### src/rtl/rf_writeback_ctrl.sv
// Register-file writeback controller: zeroes the register file after reset, then
// schedules even/odd pipe results into per-pipe delay lines and writes each one
// back exactly "lat" cycles after it was presented.
module rf_writeback_ctrl #(
    parameter int  REG_WIDTH  = 128,
    parameter int  REG_COUNT  = 128,
    parameter int  PIPE_DEPTH = 7,
    localparam int ADDR_WIDTH = $clog2(REG_COUNT)
) (
    input  logic                  clk,
    input  logic                  reset,
    input  logic                  res_valid_even,
    input  logic                  res_valid_odd,
    input  logic [REG_WIDTH-1:0]  res_data_even,
    input  logic [REG_WIDTH-1:0]  res_data_odd,
    input  logic [ADDR_WIDTH-1:0] res_addr_even,
    input  logic [ADDR_WIDTH-1:0] res_addr_odd,
    input  logic [2:0]            res_lat_even,
    input  logic [2:0]            res_lat_odd,
    output logic [REG_WIDTH-1:0]  rt_wt_even,
    output logic [REG_WIDTH-1:0]  rt_wt_odd,
    output logic [ADDR_WIDTH-1:0] addr_rt_wt_even,
    output logic [ADDR_WIDTH-1:0] addr_rt_wt_odd,
    output logic                  wr_en_even,
    output logic                  wr_en_odd,
    output logic                  init_done,
    output logic                  wb_err
);

    localparam int HALF = REG_COUNT / 2;

    typedef enum logic [0:0] {StInit, StRun} state_e;

    state_e                r_state, w_state_next;
    logic [ADDR_WIDTH-1:0] r_cnt, w_cnt_next;
    logic                  r_done, w_done_next;
    logic                  r_err, w_err_next;

    // Index 0 = even pipe, 1 = odd pipe. Slot 0 of each line is the head that
    // drives the write port; an entry with latency d is inserted at slot d-1.
    logic [1:0][PIPE_DEPTH-1:0]                 r_v, w_v_next;
    logic [1:0][PIPE_DEPTH-1:0][ADDR_WIDTH-1:0] r_a, w_a_next;
    logic [1:0][PIPE_DEPTH-1:0][REG_WIDTH-1:0]  r_d, w_d_next;

    logic [1:0]                 w_in_valid;
    logic [1:0][ADDR_WIDTH-1:0] w_in_addr;
    logic [1:0][REG_WIDTH-1:0]  w_in_data;
    logic [1:0][2:0]            w_in_lat;
    logic                       w_en_even;
    logic                       w_en_odd;

    assign w_in_valid = {res_valid_odd, res_valid_even};
    assign w_in_addr  = {res_addr_odd, res_addr_even};
    assign w_in_data  = {res_data_odd, res_data_even};
    assign w_in_lat   = {res_lat_odd, res_lat_even};

    // Next state: zeroing sweep in INIT; shift, then insert/reject results in RUN.
    always_comb begin
        w_state_next = r_state;
        w_cnt_next   = r_cnt;
        w_done_next  = r_done;
        w_err_next   = r_err;
        for (int p = 0; p < 2; p++) begin
            w_v_next[p] = r_v[p] >> 1;
            w_a_next[p] = r_a[p] >> ADDR_WIDTH;
            w_d_next[p] = r_d[p] >> REG_WIDTH;
        end
        unique case (r_state)
            StInit: begin
                w_v_next       = '0;
                w_a_next       = '0;
                w_d_next       = '0;
                w_v_next[0][0] = 1'b1;
                w_a_next[0][0] = r_cnt;
                w_v_next[1][0] = 1'b1;
                w_a_next[1][0] = r_cnt + ADDR_WIDTH'(HALF);
                w_cnt_next     = r_cnt + ADDR_WIDTH'(1);
                if (r_cnt == ADDR_WIDTH'(HALF - 1)) begin
                    w_state_next = StRun;
                    w_done_next  = 1'b1;
                    w_cnt_next   = '0;
                end
            end
            StRun: begin
                for (int p = 0; p < 2; p++) begin
                    if (w_in_valid[p]) begin
                        if (w_in_lat[p] == 3'd0 || int'(w_in_lat[p]) > PIPE_DEPTH) begin
                            w_err_next = 1'b1;
                        end else begin
                            for (int k = 0; k < PIPE_DEPTH; k++) begin
                                if (int'(w_in_lat[p]) == k + 1) begin
                                    // Target slot already holds an older result: keep it.
                                    if (w_v_next[p][k]) begin
                                        w_err_next = 1'b1;
                                    end else begin
                                        w_v_next[p][k] = 1'b1;
                                        w_a_next[p][k] = w_in_addr[p];
                                        w_d_next[p][k] = w_in_data[p];
                                    end
                                end
                            end
                        end
                    end
                end
            end
            default: ;
        endcase
    end

    // State register with synchronous active-low reset.
    always_ff @(posedge clk) begin
        if (!reset) begin
            r_state <= StInit;
            r_cnt   <= '0;
            r_done  <= 1'b0;
            r_err   <= 1'b0;
            r_v     <= '0;
            r_a     <= '0;
            r_d     <= '0;
        end else begin
            r_state <= w_state_next;
            r_cnt   <= w_cnt_next;
            r_done  <= w_done_next;
            r_err   <= w_err_next;
            r_v     <= w_v_next;
            r_a     <= w_a_next;
            r_d     <= w_d_next;
        end
    end

    // Same-address heads: the odd write wins, the even one is suppressed.
    assign w_en_odd  = r_v[1][0];
    assign w_en_even = r_v[0][0] && !(r_v[1][0] && (r_a[1][0] == r_a[0][0]));

    assign wr_en_even      = w_en_even;
    assign wr_en_odd       = w_en_odd;
    assign addr_rt_wt_even = w_en_even ? r_a[0][0] : '0;
    assign addr_rt_wt_odd  = w_en_odd ? r_a[1][0] : '0;
    assign rt_wt_even      = w_en_even ? r_d[0][0] : '0;
    assign rt_wt_odd       = w_en_odd ? r_d[1][0] : '0;
    assign init_done       = r_done;
    assign wb_err          = r_err;

endmodule

### config.mk
export PLATFORM = sky130hd
export DESIGN_NAME = rf_writeback_ctrl
export DESIGN_NICKNAME = d
export VERILOG_FILES = /design/src/rtl/rf_writeback_ctrl.sv
export SDC_FILE = /design/constraint.sdc
export NUM_CORES = 2
export LEC_CHECK = 0
export BUFFER_PORTS_ARGS = -buffer_cell sky130_fd_sc_hd__buf_2
export CORE_UTILIZATION = 25
export CTS_BUF_LIST = sky130_fd_sc_hd__clkbuf_16
export CTS_CLUSTER_DIAMETER = 80
export DETAILED_ROUTE_END_ITERATION = 10
export PLACE_DENSITY = 0.38
export SYNTH_ARGS = -nofsm -noshare
export SYNTH_HDL_FRONTEND = slang
export SYNTH_SLANG_ARGS = --single-unit
### constraint.sdc
create_clock -name clk -period 3.01 [get_ports clk]
set_input_delay 0.4515 -clock clk [delete_from_list [all_inputs] [get_ports clk]]
set_output_delay 0.4515 -clock clk [all_outputs]
set_load 0.01 [all_outputs]
== Word level (Yosys, flattened, before mapping) ==
Cells that the tools add are included.

* Memory bits (writable): 0
* Logic and storage cells: 184
* Bits in latches: 0
* Memories: 0
* Bits in read-only memories: 0
* Bits of input ports: 280
* Output and inout bits: 274
* Register bits: 1914

* Bitwise logic cells: 1
* Muxes and demuxes: 125
* Reduce and logical (&&, ||, !) cells: 6
* Divide/modulo/power cells: 0
* Add/subtract/negate cells: 2
* Eq/ne operators: 16
* Multiply operators: 0
* Magnitude comparators: 0
* Shift operators: 0

{| class="wikitable"
|+ Operator list
! kind !! count
|-
| 2-to-1 mux 128 bit || 28
|-
| 2-to-1 mux 896 bit || 4
|-
| one-hot mux 1792 bit (2 select lines) || 1
|-
| 2-to-1 mux 7 bit || 33
|-
| 2-to-1 mux 49 bit || 4
|-
| one-hot mux 98 bit (2 select lines) || 1
|-
| 2-to-1 mux 1 bit || 53
|-
| one-hot mux 14 bit (2 select lines) || 1
|-
| == test 3 bit, second input constant || 8
|-
| == test 3 x 2 -> 1 bit, second input constant || 4
|-
| adder 7 x 1 -> 7 bit, second input constant || 1
|-
| adder 7 bit, second input constant || 1
|-
| == test 7 x 6 -> 1 bit, second input constant || 1
|-
| == test 7 bit || 1
|-
| == test 3 x 1 -> 1 bit, second input constant || 2
|-
| zero test 3 bit || 2
|-
| logical AND 1 bit || 2
|-
| AND reduction 2 bit || 1
|-
| zero test 1 bit || 1
|-
| NOT 1 bit || 1
|}

== Depth between registers and ports, before layout ==
* Depth in word-level cells: 37
* Gate-level depth with buffers: 9
* Depth with buffers taken out: 5

== Worst setup path after synthesis ==
No wires, ideal clock.

* Path kind: reg-to-output
* Start point: register r_v (netlist bit wr_en_odd)
* End point: output rt_wt_even[100]
* Path buffers: 4
* Data arrival time: 1593 ps
* Path slack: 965 ps
* Data required time: 2558 ps
* Cell stages (with the launch flop): 8
* Cell sequence: dfxtp_1 > clkbuf_1 > nand4_1 > o21a_1 > clkbuf_1 > buf_1 > clkbuf_1 > and2_1

* Cells in the longest elaborated chain, start to end: 4

{| class="wikitable"
|+ RTL lines
! element !! line !! source
|-
| from (decl) || 41 || <nowiki>logic [1:0][PIPE_DEPTH-1:0] r_v, w_v_next;</nowiki>
|-
| from (signal assigned) || 125 || <nowiki>r_v <= w_v_next;</nowiki>
|-
| logical AND 1 bit || 133 || <nowiki>assign w_en_even = r_v[0][0] && !(r_v[1][0] && (r_a[1][0] == r_a[0][0]));</nowiki>
|-
| zero test 1 bit || 133 ||
|-
| logical AND 1 bit || 133 ||
|-
| 2-to-1 mux 128 bit || 139 || <nowiki>assign rt_wt_even = w_en_even ? r_d[0][0] : '0;</nowiki>
|-
| to (decl) || 20 || <nowiki>output logic [REG_WIDTH-1:0] rt_wt_even,</nowiki>
|}

Every way passes these cells.

== Worst setup path after layout ==
* Start point: register r_a[53] (netlist name)
* End point: output rt_wt_even[81]

* Cells in the longest elaborated chain, start to end: 5

{| class="wikitable"
|+ RTL lines
! element !! line !! source
|-
| from (decl) || 42 || <nowiki>logic [1:0][PIPE_DEPTH-1:0][ADDR_WIDTH-1:0] r_a, w_a_next;</nowiki>
|-
| from (signal assigned) || 126 || <nowiki>r_a <= w_a_next;</nowiki>
|-
| == test 7 bit || 133 ||
|-
| logical AND 1 bit || 133 ||
|-
| zero test 1 bit || 133 ||
|-
| logical AND 1 bit || 133 ||
|-
| 2-to-1 mux 128 bit || 139 ||
|}

Every way passes these cells.

==> results summary <==
The placed standard-cell area came out at 72100 sq um. The number of max-slew violations in the final report came to 0. The H-tree was split into 4 levels. The width of the die came out at 514 microns.

The detailed router finished its first iteration with 3328 violations. The number of buffer and inverter stages on the critical path is 3. The worst hold path stage count came out at 5. The register area share after synthesis came out at 58.5%.

Ranked by total cell area, the synthesized netlist is headed by sky130_fd_sc_hd__dfxtp_1 (58%), sky130_fd_sc_hd__nand2_1 (19%), sky130_fd_sc_hd__a21oi_1 (12%). Global routing consumed, over all layers together, 16.4% of the routing resources. Based on the critical path, the design can be clocked at up to around 0.34 GHz. The worst slew margin relative to its limit is 25.1%.

The via count of the first global-routing pass is 53700. The number of antenna violations at the first check in global routing came out at 28. The die is 514 microns tall. The worst-case reg-to-reg path depth came out at 4.

In this run the top signal layer used is met5. The maximum resistive drop on vdd is 0.000542 V. For this run, the leading register cell type out of synthesis is sky130_fd_sc_hd__dfxtp_1. The share of Yosys cell area claimed by the top area cell type came out at 58.5%. The number of cell rows is 187.

The routed length on met2 is 101000 microns. The multi-input combinational cell area came out at 24800 sq um. The CTS buffer count is 214. The residual antenna-violating net count after detailed routing is 0. After clock tree synthesis, the clock-pin slew on the worst setup and hold paths is roughly 50 ps.

The time the final worst path needs with I/O delays and setup is 2950 ps. The met1 layer wirelength in the final routing came out at 106000 microns. The clock network latency to the later pin of the worst-skew pair is 870 ps.

The fraction of synthesized cell area in xor and xnor cells came out at 0.147%. For this configuration, the core starts out at a cell density of between 20 and 30%. The pin count of the biggest net entering global routing is about 190. The compound-cell area share of the yosys netlist is about an eighth. The final critical-path share of the clock period is 97.8%. The largest area contributor in the netlist is sky130_fd_sc_hd__dfxtp_1.

Counting flops with a built-in enable in the synthesized netlist gives 0. The peak per-stage delay on the critical path is between 400 and 500 ps. The flow ran to the end, and the final reports show no timing, DRC or antenna violations.

In the post-synthesis netlist, the cell with the most instances is sky130_fd_sc_hd__nand2_1. The detail-routed net length per standard cell came out at approximately 18 microns. The areal power density over the cells came out at 637 nW/um^2. The cell count after synthesis is around 8100. The minimum setup slack after placement is about 560 ps.

By count the netlist is led by sky130_fd_sc_hd__nand2_1 (3245), sky130_fd_sc_hd__dfxtp_1 (1914), sky130_fd_sc_hd__a21oi_1 (1610). After routing the design area is 82100 sq um. The number of max-cap violations is 0. The largest individual stage delay along the critical path comes from the cell sky130_fd_sc_hd__dfxtp_2.

Setup repair after global routing could not meet its margin everywhere. The type of the tightest min-delay check is in -> reg. After global routing the overflow that remains totals 0.

The logic depth of the worst path, buffers included is 7. In the synthesized netlist the async set-or-reset flop fraction comes to 0%. The routed wire length came out at around 220000 microns.

Cells with a size suffix above 1 make up 12.0% of the layout. The TritonCTS clock tree is built. The net count reported at finish is a little under 9000. The start-to-end type of the worst setup path is reg -> out. The number of fillers in the final layout came out at 27400. The register area came out at ~38000 sq um. The CTS sink count is 1914. The adder-cell share of the synthesized area is 0.0191%. The number of I/O pins came out at 554. The total via count in the routed design is 54000. By area, the combinational part of the netlist is dominated by simple AND/OR/NAND/NOR gates. The synthesis-to-layout area growth came out at 25.3%.

The cell chosen for the clock root is sky130_fd_sc_hd__clkbuf_16. The number of distinct library cell variants in the gate-level netlist after synthesis is 41. The count of final setup violators is 0.

The element type at the critical path end is an output pin. The total of warnings raised by yosys came out at 0. Grouping stages by cell kind, the critical path spends the most delay in buffers and inverters. The detail-routed via count per cell came out at about 4.4. The synthesized design contains 1914 register bits. The area of the core region is roughly 260000 sq um. The slew at the pin closest to its max-slew limit came out at about 1100 ps. The area of the mapped netlist came out at 65500 sq um. The detailed-route DRC error count is 0.

The met3 wire length is around 8700 microns. The total negative setup slack is 0 ps. The HPWL reported at the end of detailed placement came out at roughly 130000 microns. After synthesis, the share of cell area in mux cells is less than 1%. The number of nets in the synthesized netlist is 8334.

The required time of the critical path came out at 2560 ps. The final estimated routing congestion in global placement came out at 0.724. The number of I/O port buffers came out at 553. The worst-case setup margin in the final layout is 64.9 ps. The biggest fanout along the worst timing path is 23. For this design the static power due to leakage is 27.3 nW. The first-pass GRT wire length is 337000 microns. The clock passes through at most 3 buffers. The final hold violation count is 0. STA classifies the critical path startpoint as a flip-flop. Between clock sinks in the finished design, the worst skew comes to approximately 60 ps. At the worst endpoint, the arrival time is 2490 ps. The area share of and/or/nand/nor cells after synthesis came out at 24.6%. The average size of a mapped cell is 8.13 sq um.

The die footprint is around 260000 sq um. The setup slack of the most critical reg-to-reg path came out at 1040 ps. The critical path goes through xnor2_2 -> nand4_1 -> o21a_4 -> buf_12 -> buf_16 -> and2_1 -> buf_2. Total power for the finished layout comes to 52.3 mW. The first detailed-routing pass ran for 5 iterations.
[sequential cells by signal, indices dropped and copies added (netlist names)]
signal,cells
r_d,1792
r_a,98
r_v,13
r_cnt,7
init_done,1
r_state,1
wb_err,1
wr_en_odd,1
[report_power, final]
part	leakage [nW]	switching (mW)	internal (mW)
logic	8.44	1.31	0.653
registers	15.4	0.0151	25.3
clock network	3.46	10.9	14.1
total	27.3	12.2	40.0
[cell families (layout without fill, tap and decap cells)]
family                   after synthesis  in the layout
AO/OA/AOI/OAI                       1647           1647
XOR/XNOR                              11             11
adder cells (fa/ha/maj)                1              1
buffers and inverters                604           1360
flip-flops                          1914           1914
multiplexers                           3              3
other                                  0             12
AND/OR/NAND/NOR                     3873           3873
[worst register-to-register path: cells and delay by family (launching register included)]
kind,cells,cell delay [ps]
compound gates,1,120
flops,1,350
simple gates,2,1010
buf+inv,1,410
[repair_timing]
| item | in CTS | in global routing |
|---|---|---|
| hold endpoints to repair | 1897 | 0 |
| pin swaps | 4 | 17 |
| gates resized for setup | 36 | 60 |
| endpoints found under the setup margin | 135 | 81 |
| hold buffers | 277 | 0 |
| cloned | 2 | 2 |
| buffers inserted | 0 | 6 |
[layer usage]
layer,track usage (%),vias to the layer above
li1,-,26800
met1,22.3,25900
met2,26.6,1051
met3,2.37,301
met4,4.86,10
met5,0,-
[per-stage QoR]
stage	utilization, %	hold slack (ps)	std cells
after global placement	27.7	423	11600
after global routing	31.6	203	12300
after detailed placement	27.7	426	11600
after floorplan	-	422	8053
final	31.6	272	12300
after CTS	31.4	143	12300
[final timing paths]
check                                    start             end
worst max-delay path                   r_a[53]  rt_wt_even[81]
worst min-delay path            res_lat_odd[2]         r_v[11]
worst max register to register          r_v[4]        r_d[414]
worst min register to register        r_d[441]        r_d[313]
[layout make-up]
type | count | area share, %
Multi-Input combinational cell | 5535 | 30.2
Inverter | 6 | 0.0274
Tap cell | 3496 | 5.33
Antenna cell | 12 | 0.0366
Sequential cell | 1914 | 46.7
Clock buffer | 217 | 6.61
Clock inverter | 171 | 1.52
Timing Repair Buffer | 966 | 9.51
[cells in the final DEF, fill, tap and decap left out, types with 4 or more instances in the layout]
| cell type | count |
|---|---|
| sky130_fd_sc_hd__nand2_1 | 3244 |
| sky130_fd_sc_hd__dfxtp_1 | 1904 |
| sky130_fd_sc_hd__a21oi_1 | 1610 |
| sky130_fd_sc_hd__buf_2 | 526 |
| sky130_fd_sc_hd__and2_1 | 502 |
| sky130_fd_sc_hd__dlygate4sd3_1 | 277 |
| sky130_fd_sc_hd__clkbuf_16 | 219 |
| sky130_fd_sc_hd__buf_12 | 79 |
| sky130_fd_sc_hd__inv_1 | 62 |
| sky130_fd_sc_hd__buf_4 | 53 |
| sky130_fd_sc_hd__clkinv_1 | 51 |
| sky130_fd_sc_hd__and2_4 | 38 |
| sky130_fd_sc_hd__nor2_1 | 37 |
| sky130_fd_sc_hd__clkinv_2 | 30 |
| sky130_fd_sc_hd__buf_6 | 26 |
| sky130_fd_sc_hd__a31oi_1 | 16 |
| sky130_fd_sc_hd__diode_2 | 12 |
| sky130_fd_sc_hd__nor3_4 | 12 |
| sky130_fd_sc_hd__bufinv_16 | 12 |
| sky130_fd_sc_hd__or3_4 | 10 |
| sky130_fd_sc_hd__o21ai_0 | 9 |
| sky130_fd_sc_hd__nand2b_1 | 6 |
| sky130_fd_sc_hd__clkinv_16 | 6 |
| sky130_fd_sc_hd__clkinvlp_4 | 6 |
| sky130_fd_sc_hd__dfxtp_4 | 6 |
| sky130_fd_sc_hd__xnor2_1 | 5 |
| sky130_fd_sc_hd__nand3_1 | 5 |
| sky130_fd_sc_hd__inv_6 | 4 |
| sky130_fd_sc_hd__dfxtp_2 | 4 |
Power figures use the tool's default switching activity.
